**config.mk**
```make
export PLATFORM = sky130hd
export DESIGN_NAME = jtframe_sdram_arbiter_flat
export DESIGN_NICKNAME = d
export VERILOG_FILES = /design/src/rtl/jtframe_sdram_pkg.sv /design/src/rtl/jtframe_sdram_arbiter_if.sv /design/src/rtl/jtframe_rr_pick.sv /design/src/rtl/jtframe_sdram_arbiter.sv /design/src/flat_wrapper.sv
export SDC_FILE = /design/constraint.sdc
export NUM_CORES = 1
export LEC_CHECK = 0
export ABC_AREA = 1
export CORE_ASPECT_RATIO = 0.7
export CORE_MARGIN = 2
export CORE_UTILIZATION = 46
export CTS_CLUSTER_DIAMETER = 80
export DETAILED_ROUTE_END_ITERATION = 10
export GPL_ROUTABILITY_DRIVEN = 0
export PLACE_DENSITY_LB_ADDON = 0.2
export SLEW_MARGIN = 20
export SYNTH_ARGS = -nofsm -noshare
export SYNTH_HDL_FRONTEND = slang
export SYNTH_SLANG_ARGS = --single-unit
```
**constraint.sdc**
```tcl
create_clock -name clk -period 2.5 [get_ports clk]
set_input_delay 0.25 -clock clk [delete_from_list [all_inputs] [get_ports clk]]
set_output_delay 0.25 -clock clk [all_outputs]
set_load 0.02 [all_outputs]
```
**src/rtl/jtframe_sdram_pkg.sv**
```systemverilog
// rtl/jtframe_sdram_pkg.sv - shared types and constants for the SDRAM port arbiter
// Contents: arbiter FSM state encoding, SDRAM byte-mask constants,
// default refresh interval and an index-width helper.
package jtframe_sdram_pkg;

    typedef enum logic [2:0] {
        ST_IDLE    = 3'd0,
        ST_WRITE   = 3'd1,
        ST_READ    = 3'd2,
        ST_RDWAIT  = 3'd3,
        ST_REFRESH = 3'd4
    } arb_state_e;

    // DQM is active high: a set bit masks that byte lane.
    localparam logic [1:0] DQM_NONE    = 2'b11;  // nothing written
    localparam logic [1:0] DQM_WR_LOW  = 2'b10;  // write low byte only
    localparam logic [1:0] DQM_WR_HIGH = 2'b01;  // write high byte only
    localparam logic [1:0] DQM_WORD    = 2'b00;  // full word (reads)

    // 8 us at 48 MHz
    localparam int REFRESH_DEFAULT = 384;

    // Width of an index into n items, never less than one bit.
    function automatic int idx_width(input int n);
        return (n > 1) ? $clog2(n) : 1;
    endfunction

endpackage

```
**src/rtl/jtframe_sdram_arbiter_if.sv**
```systemverilog
// rtl/jtframe_sdram_arbiter_if.sv - bundle of all arbiter-facing signals
// Groups: download path (downloading, ioctl_*), game read slots (slot_*),
// SDRAM command sequencer side (sdram_*). The master modport is the
// arbiter's view; the slave modport is the view of the surrounding logic.
interface jtframe_sdram_arbiter_if #(
    parameter int SLOTS = 3,
    parameter int AW    = 22
);
    logic                  downloading;
    logic [21:0]           ioctl_addr;
    logic [7:0]            ioctl_data;
    logic                  ioctl_wr;
    logic [SLOTS*AW-1:0]   slot_addr;
    logic [SLOTS-1:0]      slot_req;
    logic [SLOTS-1:0]      slot_ack;
    logic [SLOTS-1:0]      slot_ok;
    logic [15:0]           slot_dout;
    logic                  wr_overrun;
    logic [AW-1:0]         sdram_addr;
    logic                  sdram_rd;
    logic                  sdram_wr;
    logic                  sdram_refresh;
    logic [15:0]           sdram_din;
    logic [1:0]            sdram_dqm;
    logic                  sdram_ack;
    logic                  sdram_rdy;
    logic [15:0]           sdram_dout;

    modport master (
        input  downloading, ioctl_addr, ioctl_data, ioctl_wr,
        input  slot_addr, slot_req,
        output slot_ack, slot_ok, slot_dout, wr_overrun,
        output sdram_addr, sdram_rd, sdram_wr, sdram_refresh, sdram_din, sdram_dqm,
        input  sdram_ack, sdram_rdy, sdram_dout
    );

    modport slave (
        output downloading, ioctl_addr, ioctl_data, ioctl_wr,
        output slot_addr, slot_req,
        input  slot_ack, slot_ok, slot_dout, wr_overrun,
        input  sdram_addr, sdram_rd, sdram_wr, sdram_refresh, sdram_din, sdram_dqm,
        output sdram_ack, sdram_rdy, sdram_dout
    );

endinterface

```
**src/rtl/jtframe_rr_pick.sv**
```systemverilog
// rtl/jtframe_rr_pick.sv - combinational round-robin selector
// Ports: req (request vector), ptr (first index to consider),
// grant (one-hot winner), idx (winner index), any (some request present).
// The search starts at ptr and wraps, so the winner is the first
// requester at or after ptr.
module jtframe_rr_pick
    import jtframe_sdram_pkg::*;
#(
    parameter  int N  = 3,
    localparam int IW = idx_width(N)
)(
    input  logic [N-1:0]  req,
    input  logic [IW-1:0] ptr,
    output logic [N-1:0]  grant,
    output logic [IW-1:0] idx,
    output logic          any
);

    always_comb begin
        logic [IW:0] j;  // one extra bit so ptr+i cannot overflow before the wrap
        grant = '0;
        idx   = '0;
        any   = 1'b0;
        j     = '0;
        for (int i = 0; i < N; i++) begin
            j = {1'b0, ptr} + (IW+1)'(i);
            if (j >= (IW+1)'(N)) begin
                j = j - (IW+1)'(N);
            end
            if (!any && req[j[IW-1:0]]) begin
                any               = 1'b1;
                grant[j[IW-1:0]]  = 1'b1;
                idx               = j[IW-1:0];
            end
        end
    end

endmodule

```
**src/rtl/jtframe_sdram_arbiter.sv**
```systemverilog
// rtl/jtframe_sdram_arbiter.sv - one-outstanding-command SDRAM port arbiter
// Shares one controller port between ROM download writes, auto-refresh and
// SLOTS round-robin game readers.
// Ports: clk, rst_n (async, active low), bus (master modport of
// jtframe_sdram_arbiter_if carrying download, slot and sdram signals).
module jtframe_sdram_arbiter
    import jtframe_sdram_pkg::*;
#(
    parameter int SLOTS          = 3,
    parameter int AW             = 22,
    parameter int REFRESH_CYCLES = REFRESH_DEFAULT
)(
    input  logic                   clk,
    input  logic                   rst_n,
    jtframe_sdram_arbiter_if.master bus
);

    localparam int IW = idx_width(SLOTS);
    localparam int CW = idx_width(REFRESH_CYCLES);
    localparam logic [CW-1:0] CNT_LAST = CW'(REFRESH_CYCLES - 1);

    arb_state_e       state, state_nxt;

    // single-entry download write buffer
    logic             wbuf_full;
    logic [21:0]      wbuf_addr;
    logic [7:0]       wbuf_data;
    logic             overrun_q;

    logic [CW-1:0]    ref_cnt;
    logic             ref_pend;

    logic [IW-1:0]    rr_ptr;
    logic [IW-1:0]    sel;
    logic [SLOTS-1:0] sel_oh;

    logic [AW-1:0]    addr_q;
    logic [15:0]      din_q;
    logic [1:0]       dqm_q;
    logic [SLOTS-1:0] ok_q;
    logic [15:0]      dout_q;

    logic [SLOTS-1:0] pick_grant;
    logic [IW-1:0]    pick_idx;
    logic             pick_any;

    logic             wr_done, ref_done, rd_accept, rd_done, ref_wrap;

    jtframe_rr_pick #(.N(SLOTS)) u_pick (
        .req   (bus.slot_req),
        .ptr   (rr_ptr),
        .grant (pick_grant),
        .idx   (pick_idx),
        .any   (pick_any)
    );

    // An ack or rdy only means something in the state that waits for it.
    assign wr_done   = (state == ST_WRITE)   && bus.sdram_ack;
    assign ref_done  = (state == ST_REFRESH) && bus.sdram_ack;
    assign rd_accept = (state == ST_READ)    && bus.sdram_ack;
    assign rd_done   = (state == ST_RDWAIT)  && bus.sdram_rdy;
    assign ref_wrap  = (ref_cnt == CNT_LAST);

    always_ff @(posedge clk or negedge rst_n) begin
        if (!rst_n) begin
            state <= ST_IDLE;
        end else begin
            state <= state_nxt;
        end
    end

    always_comb begin
        state_nxt = state;
        case (state)
            ST_IDLE: begin
                if (wbuf_full) begin
                    state_nxt = ST_WRITE;
                end else if (ref_pend) begin
                    state_nxt = ST_REFRESH;
                end else if (!bus.downloading && pick_any) begin
                    state_nxt = ST_READ;
                end
            end
            ST_WRITE:   if (bus.sdram_ack) state_nxt = ST_IDLE;
            ST_REFRESH: if (bus.sdram_ack) state_nxt = ST_IDLE;
            ST_READ:    if (bus.sdram_ack) state_nxt = ST_RDWAIT;
            ST_RDWAIT:  if (bus.sdram_rdy) state_nxt = ST_IDLE;
            default:    state_nxt = ST_IDLE;
        endcase
    end

    // Command strobes decode the state register, so they rise the cycle
    // after IDLE picks a request and fall the cycle after the ack.
    always_comb begin
        bus.sdram_rd      = (state == ST_READ);
        bus.sdram_wr      = (state == ST_WRITE);
        bus.sdram_refresh = (state == ST_REFRESH);
        bus.sdram_addr    = addr_q;
        bus.sdram_din     = din_q;
        bus.sdram_dqm     = dqm_q;
        bus.slot_ack      = rd_accept ? sel_oh : '0;
        bus.slot_ok       = ok_q;
        bus.slot_dout     = dout_q;
        bus.wr_overrun    = overrun_q;
    end

    always_ff @(posedge clk or negedge rst_n) begin
        if (!rst_n) begin
            wbuf_full <= 1'b0;
            wbuf_addr <= '0;
            wbuf_data <= '0;
            overrun_q <= 1'b0;
            ref_cnt   <= '0;
            ref_pend  <= 1'b0;
            rr_ptr    <= '0;
            sel       <= '0;
            sel_oh    <= '0;
            addr_q    <= '0;
            din_q     <= '0;
            dqm_q     <= DQM_NONE;
            ok_q      <= '0;
            dout_q    <= '0;
        end else begin
            // A strobe arriving as the buffer drains refills it; otherwise
            // a strobe into a full buffer is lost and flagged.
            if (bus.ioctl_wr) begin
                if (!wbuf_full || wr_done) begin
                    wbuf_addr <= bus.ioctl_addr;
                    wbuf_data <= bus.ioctl_data;
                    wbuf_full <= 1'b1;
                end else begin
                    overrun_q <= 1'b1;
                end
            end else if (wr_done) begin
                wbuf_full <= 1'b0;
            end

            ref_cnt <= ref_wrap ? '0 : ref_cnt + 1'b1;
            // a new interval ending wins over the clear, so it is not lost
            if (ref_wrap) begin
                ref_pend <= 1'b1;
            end else if (ref_done) begin
                ref_pend <= 1'b0;
            end

            if (state == ST_IDLE && state_nxt == ST_WRITE) begin
                addr_q <= AW'({1'b0, wbuf_addr[21:1]});
                din_q  <= {wbuf_data, wbuf_data};
                dqm_q  <= wbuf_addr[0] ? DQM_WR_HIGH : DQM_WR_LOW;
            end else if (state == ST_IDLE && state_nxt == ST_READ) begin
                addr_q <= bus.slot_addr[pick_idx*AW +: AW];
                dqm_q  <= DQM_WORD;
                sel    <= pick_idx;
                sel_oh <= pick_grant;
            end

            ok_q <= rd_done ? sel_oh : '0;
            if (rd_done) begin
                dout_q <= bus.sdram_dout;
                rr_ptr <= (sel == IW'(SLOTS - 1)) ? '0 : sel + 1'b1;
            end
        end
    end

endmodule

```
**src/flat_wrapper.sv**
```systemverilog
// flat-port wrapper written by rule: the top's interface ports become plain ports
module jtframe_sdram_arbiter_flat import jtframe_sdram_pkg::*;
#(
    parameter int SLOTS          = 3,
    parameter int AW             = 22,
    parameter int REFRESH_CYCLES = REFRESH_DEFAULT
)
  (clk, rst_n, bus_downloading, bus_ioctl_addr, bus_ioctl_data, bus_ioctl_wr, bus_slot_addr, bus_slot_req, bus_slot_ack, bus_slot_ok, bus_slot_dout, bus_wr_overrun, bus_sdram_addr, bus_sdram_rd, bus_sdram_wr, bus_sdram_refresh, bus_sdram_din, bus_sdram_dqm, bus_sdram_ack, bus_sdram_rdy, bus_sdram_dout);
  jtframe_sdram_arbiter_if #(.SLOTS(SLOTS), .AW(AW)) bus_i ();
  input  logic clk;
  input  logic rst_n;
  input wire logic [$bits(bus_i.downloading)-1:0] bus_downloading;
  input wire logic [$bits(bus_i.ioctl_addr)-1:0] bus_ioctl_addr;
  input wire logic [$bits(bus_i.ioctl_data)-1:0] bus_ioctl_data;
  input wire logic [$bits(bus_i.ioctl_wr)-1:0] bus_ioctl_wr;
  input wire logic [$bits(bus_i.slot_addr)-1:0] bus_slot_addr;
  input wire logic [$bits(bus_i.slot_req)-1:0] bus_slot_req;
  output wire logic [$bits(bus_i.slot_ack)-1:0] bus_slot_ack;
  output wire logic [$bits(bus_i.slot_ok)-1:0] bus_slot_ok;
  output wire logic [$bits(bus_i.slot_dout)-1:0] bus_slot_dout;
  output wire logic [$bits(bus_i.wr_overrun)-1:0] bus_wr_overrun;
  output wire logic [$bits(bus_i.sdram_addr)-1:0] bus_sdram_addr;
  output wire logic [$bits(bus_i.sdram_rd)-1:0] bus_sdram_rd;
  output wire logic [$bits(bus_i.sdram_wr)-1:0] bus_sdram_wr;
  output wire logic [$bits(bus_i.sdram_refresh)-1:0] bus_sdram_refresh;
  output wire logic [$bits(bus_i.sdram_din)-1:0] bus_sdram_din;
  output wire logic [$bits(bus_i.sdram_dqm)-1:0] bus_sdram_dqm;
  input wire logic [$bits(bus_i.sdram_ack)-1:0] bus_sdram_ack;
  input wire logic [$bits(bus_i.sdram_rdy)-1:0] bus_sdram_rdy;
  input wire logic [$bits(bus_i.sdram_dout)-1:0] bus_sdram_dout;
  assign bus_i.downloading = bus_downloading;
  assign bus_i.ioctl_addr = bus_ioctl_addr;
  assign bus_i.ioctl_data = bus_ioctl_data;
  assign bus_i.ioctl_wr = bus_ioctl_wr;
  assign bus_i.slot_addr = bus_slot_addr;
  assign bus_i.slot_req = bus_slot_req;
  assign bus_slot_ack = bus_i.slot_ack;
  assign bus_slot_ok = bus_i.slot_ok;
  assign bus_slot_dout = bus_i.slot_dout;
  assign bus_wr_overrun = bus_i.wr_overrun;
  assign bus_sdram_addr = bus_i.sdram_addr;
  assign bus_sdram_rd = bus_i.sdram_rd;
  assign bus_sdram_wr = bus_i.sdram_wr;
  assign bus_sdram_refresh = bus_i.sdram_refresh;
  assign bus_sdram_din = bus_i.sdram_din;
  assign bus_sdram_dqm = bus_i.sdram_dqm;
  assign bus_i.sdram_ack = bus_sdram_ack;
  assign bus_i.sdram_rdy = bus_sdram_rdy;
  assign bus_i.sdram_dout = bus_sdram_dout;
  jtframe_sdram_arbiter #(.SLOTS(SLOTS), .AW(AW), .REFRESH_CYCLES(REFRESH_CYCLES)) u_core (.clk(clk), .rst_n(rst_n), .bus(bus_i));
endmodule
```
==> results.sh, run 1 <==
export IMPL_critical_path_cell_by_cell="inv_1 > ha_2 > inv_4 > nand2_1 > nand2_1 > nand3_2 > nand3_2 > nand2_2 > nand2_2 > nand2_4 > inv_2 > buf_8 > nand4_1 > nand2_1"
export IMPL_synth_async_reset_ratio_pct=100.0
export IMPL_pwr_density_cell_nw_per_um2=1236
export IMPL_worstSetupPathType="flop to flop"
export IMPL_cts_post_setup_buffers_inserted=0
export IMPL_drv_max_cap_violation_count=0
export IMPL_finalPower_mw=9.360
export IMPL_ys_top_cells_by_count="sky130_fd_sc_hd__nand2_1, sky130_fd_sc_hd__dfrtp_1, sky130_fd_sc_hd__inv_1, sky130_fd_sc_hd__nand3_1, sky130_fd_sc_hd__nor2_1"
export IMPL_chipWidth_um=132.5
export IMPL_clock_root_buffer="sky130_fd_sc_hd__clkbuf_16"
export IMPL_initialDrtViolationCount=375
export IMPL_drt_drc_violations_left=0
export IMPL_routed_via_count=4916
export IMPL_grt_util_all_layers_pct=24.98
export IMPL_yosys_top_cells_area="sky130_fd_sc_hd__dfrtp_1, sky130_fd_sc_hd__nand2_1, sky130_fd_sc_hd__nand3_1"
export IMPL_grt_first_pass_wirelength_mm=24.34
export IMPL_cp_num_cells=14
export IMPL_final_setup_skew_ns=0.005785
export IMPL_synth_edf_count=0
export IMPL_timing_critical_path_required_ns=2.78
export IMPL_final_min_period_over_clock_period_pct=94.13
export IMPL_critPathBufInv=4
export IMPL_timing_final_setup_violations=0
export IMPL_worst_path_max_fanout=26
export IMPL_worst_skew_pair_late_latency_ns=0.35
export IMPL_clock_sink_total=103
export IMPL_synth_top_cell_by_area="sky130_fd_sc_hd__dfrtp_1"
export IMPL_worst_r2r_startpoint="u_core.rr_ptr[0]$_DFFE_PN0P_"
export IMPL_timing_critical_path_from="u_core.rr_ptr[0]$_DFFE_PN0P_"
export IMPL_mean_cell_area_of_the_mapped_netlist_um2=8.160
export IMPL_timing_hold_violations_final=0
export IMPL_fraction_of_the_yosys_area_taken_by_sequential_cells_pct=48.49
export IMPL_hold_path_class="flop to flop"
export IMPL_r2r_end="u_core.bus.sdram_addr[8]$_DFFE_PN0P_"
export IMPL_floorplan_initialDensity_pct=47.80
export IMPL_clock_tree_from_tritoncts="yes"
export IMPL_antenna_violating_nets_post_route=0
export IMPL_fmaxAchievable_ghz=0.4249
export IMPL_routed_wirelength_mm=15.18
export IMPL_power_ir_vdd_worst_v=0.0007439
export IMPL_critical_path_max_stage_delay_ns=0.40
export IMPL_finalNetCount=951
export IMPL_antenna_cells=0
export IMPL_core_rowCount=32
export IMPL_detailed_routing_iterations_pass_1=5
export IMPL_crit_path_top_delay_cell="sky130_fd_sc_hd__dfrtp_1"
export IMPL_placed_cells_incl_taps=966
export IMPL_tightest_slew_ns=0.6506
export IMPL_area_growth_syn_to_layout_pct=42.36
export IMPL_number_of_antenna_violations_at_the_first_check_in_global_routing=0
export IMPL_family_with_the_most_delay_on_the_worst_path="simple AND/OR/NAND/NOR gates"
export IMPL_final_layout_size_suffix_gt1_share_pct=10.72
export IMPL_reg2regPathDepth=14
export IMPL_start_kind="flop"
export IMPL_max_slew_margin_pct=56.63
export IMPL_clock_tree_buffer_depth=2
export IMPL_worstPathArrival_ns=2.64
export IMPL_first_global_vias=4801
export IMPL_netlist_instances=652
export IMPL_rrSetupSlack_ns=0.15
export IMPL_num_io_pins=187
export IMPL_synth_net_count=778
export IMPL_finalMaxSlewViolations=0
export IMPL_run_status="completed"
export IMPL_netlist_area_leader_share_pct=47.51
export IMPL_crit_path_end="u_core.bus.sdram_addr[8]$_DFFE_PN0P_"
export IMPL_power_leakage_nw=3.663
export IMPL_htree_num_levels=3
export IMPL_netlist_area_um2=5320
export IMPL_grt_max_degree=57
export IMPL_cts_buffers_inserted=9
export IMPL_min_period_ns=2.353
export IMPL_drt_wirelength_per_cell_um=15.44
export IMPL_design_core_area_um2=11130
export IMPL_drt_vias_per_instance=5.001
export IMPL_fp_dieH_um=93.98
export IMPL_final_cells=983
export IMPL_dieArea_um2=12460
export IMPL_ys_types=37
export IMPL_critical_path_top_cell_by_count="sky130_fd_sc_hd__nand2_1"
export IMPL_synth_warnings=0
export IMPL_detailedPlacementHpwl_mm=11.34
export IMPL_synth_seq_cells=103
export IMPL_portBuffers=186
export IMPL_cts_reportedPaths_clkPinSlew_ns=0.07
export IMPL_synth_flop_cell="sky130_fd_sc_hd__dfrtp_1"
export IMPL_critical_path_endpoint_type="flop"
export IMPL_overflow=0
export IMPL_post_synth_top_count_cell="sky130_fd_sc_hd__nand2_1"
-- registers in the layout, summed over array words and instances (netlist names), 8 cells and up --
name	flops
u_core.bus.sdram_addr	22
u_core.bus.sdram_din	8
u_core.bus.slot_dout	16
u_core.ref_cnt	9
u_core.wbuf_addr	22
u_core.wbuf_data	8
-- stage by stage --
| step | hold WS [ns] | area [um^2] | utilization, % | TNS, ns | worst slack (ns) |
|---|---|---|---|---|---|
| 6_report | 0.4218 | 7574 | 68.04 | 0 | 0.1466 |
| 5_1_grt | 0.4312 | 7574 | 68.04 | -0.007648 | -0.004456 |
| 4_1_cts | 0.4207 | 7546 | 67.79 | 0 | 0.05175 |
| 3_5_place_dp | 0.3136 | 7243 | 65.07 | 0 | 0.06456 |
| 3_3_place_gp | 0.3068 | 7243 | 65.07 | 0 | 0.1596 |
| 2_1_floorplan | -0.04559 | 5320 | - | 0 | 0.5339 |
-- kinds of logic after synthesis --
family                   count (synthesis)  share of synthesized area, %
AND/OR/NAND/NOR                        358                         30.67
adder cells (fa/ha/maj)                  5                         1.176
multiplexers                            20                         4.233
AO/OA/AOI/OAI                           42                         4.351
buffers and inverters                  120                         10.42
XOR/XNOR                                 4                        0.6586
flip-flops                             103                         48.49
-- report_power, final --
group	leakage, nW	switching, mW	internal, mW
clock network	0.145	0.668	0.700
registers	1.25	0.440	2.39
logic	2.27	3.09	2.07
-- metal layers --
metal  routed length (um)  share of wire [%]  up-vias  global-route usage [%]
li1                     -                  -     2386                       -
met1                 6693                 44     2308                   33.82
met2                 6785                 45      199                   38.77
met3                 1470                9.7       23                   8.954
met4                  231                1.5        0                   5.466
met5                    0                  0        -                       0
-- how the worst min path moves through the flow --
stage / slack, ns / endpoint / cells past startpoint / startpoint
floorplan: -0.05 / u_core.bus.sdram_addr[0]$_DFFE_PN0P_ / 0 / rst_n
global placement: 0.31 / u_core.bus.slot_dout[13]$_DFFE_PN0P_ / 1 / rst_n
detailed placement: 0.31 / u_core.bus.slot_dout[13]$_DFFE_PN0P_ / 1 / rst_n
CTS: 0.42 / u_core.bus.sdram_dqm[1]$_DFFE_PN1P_ / 1 / u_core.wbuf_addr[0]$_DFFE_PN0P_
global route: 0.43 / u_core.bus.sdram_dqm[1]$_DFFE_PN1P_ / 1 / u_core.wbuf_addr[0]$_DFFE_PN0P_
finish: 0.42 / u_core.bus.sdram_dqm[1]$_DFFE_PN1P_ / 1 / u_core.wbuf_addr[0]$_DFFE_PN0P_
-- final cells by class --
type	instances	area [um^2]
Sequential cell	103	2580
Inverter	83	314.1
Multi-Input combinational cell	429	2203
Timing Repair Buffer	199	1992
Fill cell	884	3557
Clock inverter	7	67.56
Clock buffer	9	225.2
Tap cell	153	191.4
-- timing repair --
action	4_1_cts	5_1_grt
gates resized for setup	0	8
setup endpoints to repair	0	31
hold buffers	1	0
endpoints found under the hold margin	47	0
-- cell usage in the layout, fill, tap and decap left out, types with 4 or more instances in the layout --
cell type / count
sky130_fd_sc_hd__nand3_2: 6
sky130_fd_sc_hd__clkdlybuf4s50_1: 185
sky130_fd_sc_hd__a21oi_1: 13
sky130_fd_sc_hd__nand4_1: 17
sky130_fd_sc_hd__mux2_2: 8
sky130_fd_sc_hd__nor2_4: 4
sky130_fd_sc_hd__inv_1: 72
sky130_fd_sc_hd__clkbuf_16: 9
sky130_fd_sc_hd__ha_1: 4
sky130_fd_sc_hd__nand2_1: 190
sky130_fd_sc_hd__nor3_1: 4
sky130_fd_sc_hd__o21ai_1: 14
sky130_fd_sc_hd__buf_4: 10
sky130_fd_sc_hd__nand3_1: 68
sky130_fd_sc_hd__nand2_2: 15
sky130_fd_sc_hd__inv_2: 10
sky130_fd_sc_hd__o21ai_0: 7
sky130_fd_sc_hd__dfrtp_1: 101
sky130_fd_sc_hd__mux2_1: 12
sky130_fd_sc_hd__nor2_1: 42
Note: power is estimated with default switching activity, not from simulation.
==> run 2, diff against run 1 <==
Settings changed: HOLD_SLACK_MARGIN set to 0.05.
==> results of run 2 <==
Final layout, timing and power as in run 1 (identical DEF).
==> run 3, diff against run 2 <==
Settings changed: CTS_CLUSTER_DIAMETER 80 to 40.
==> results of run 3 <==
Final layout, timing and power as in run 1 (identical DEF).
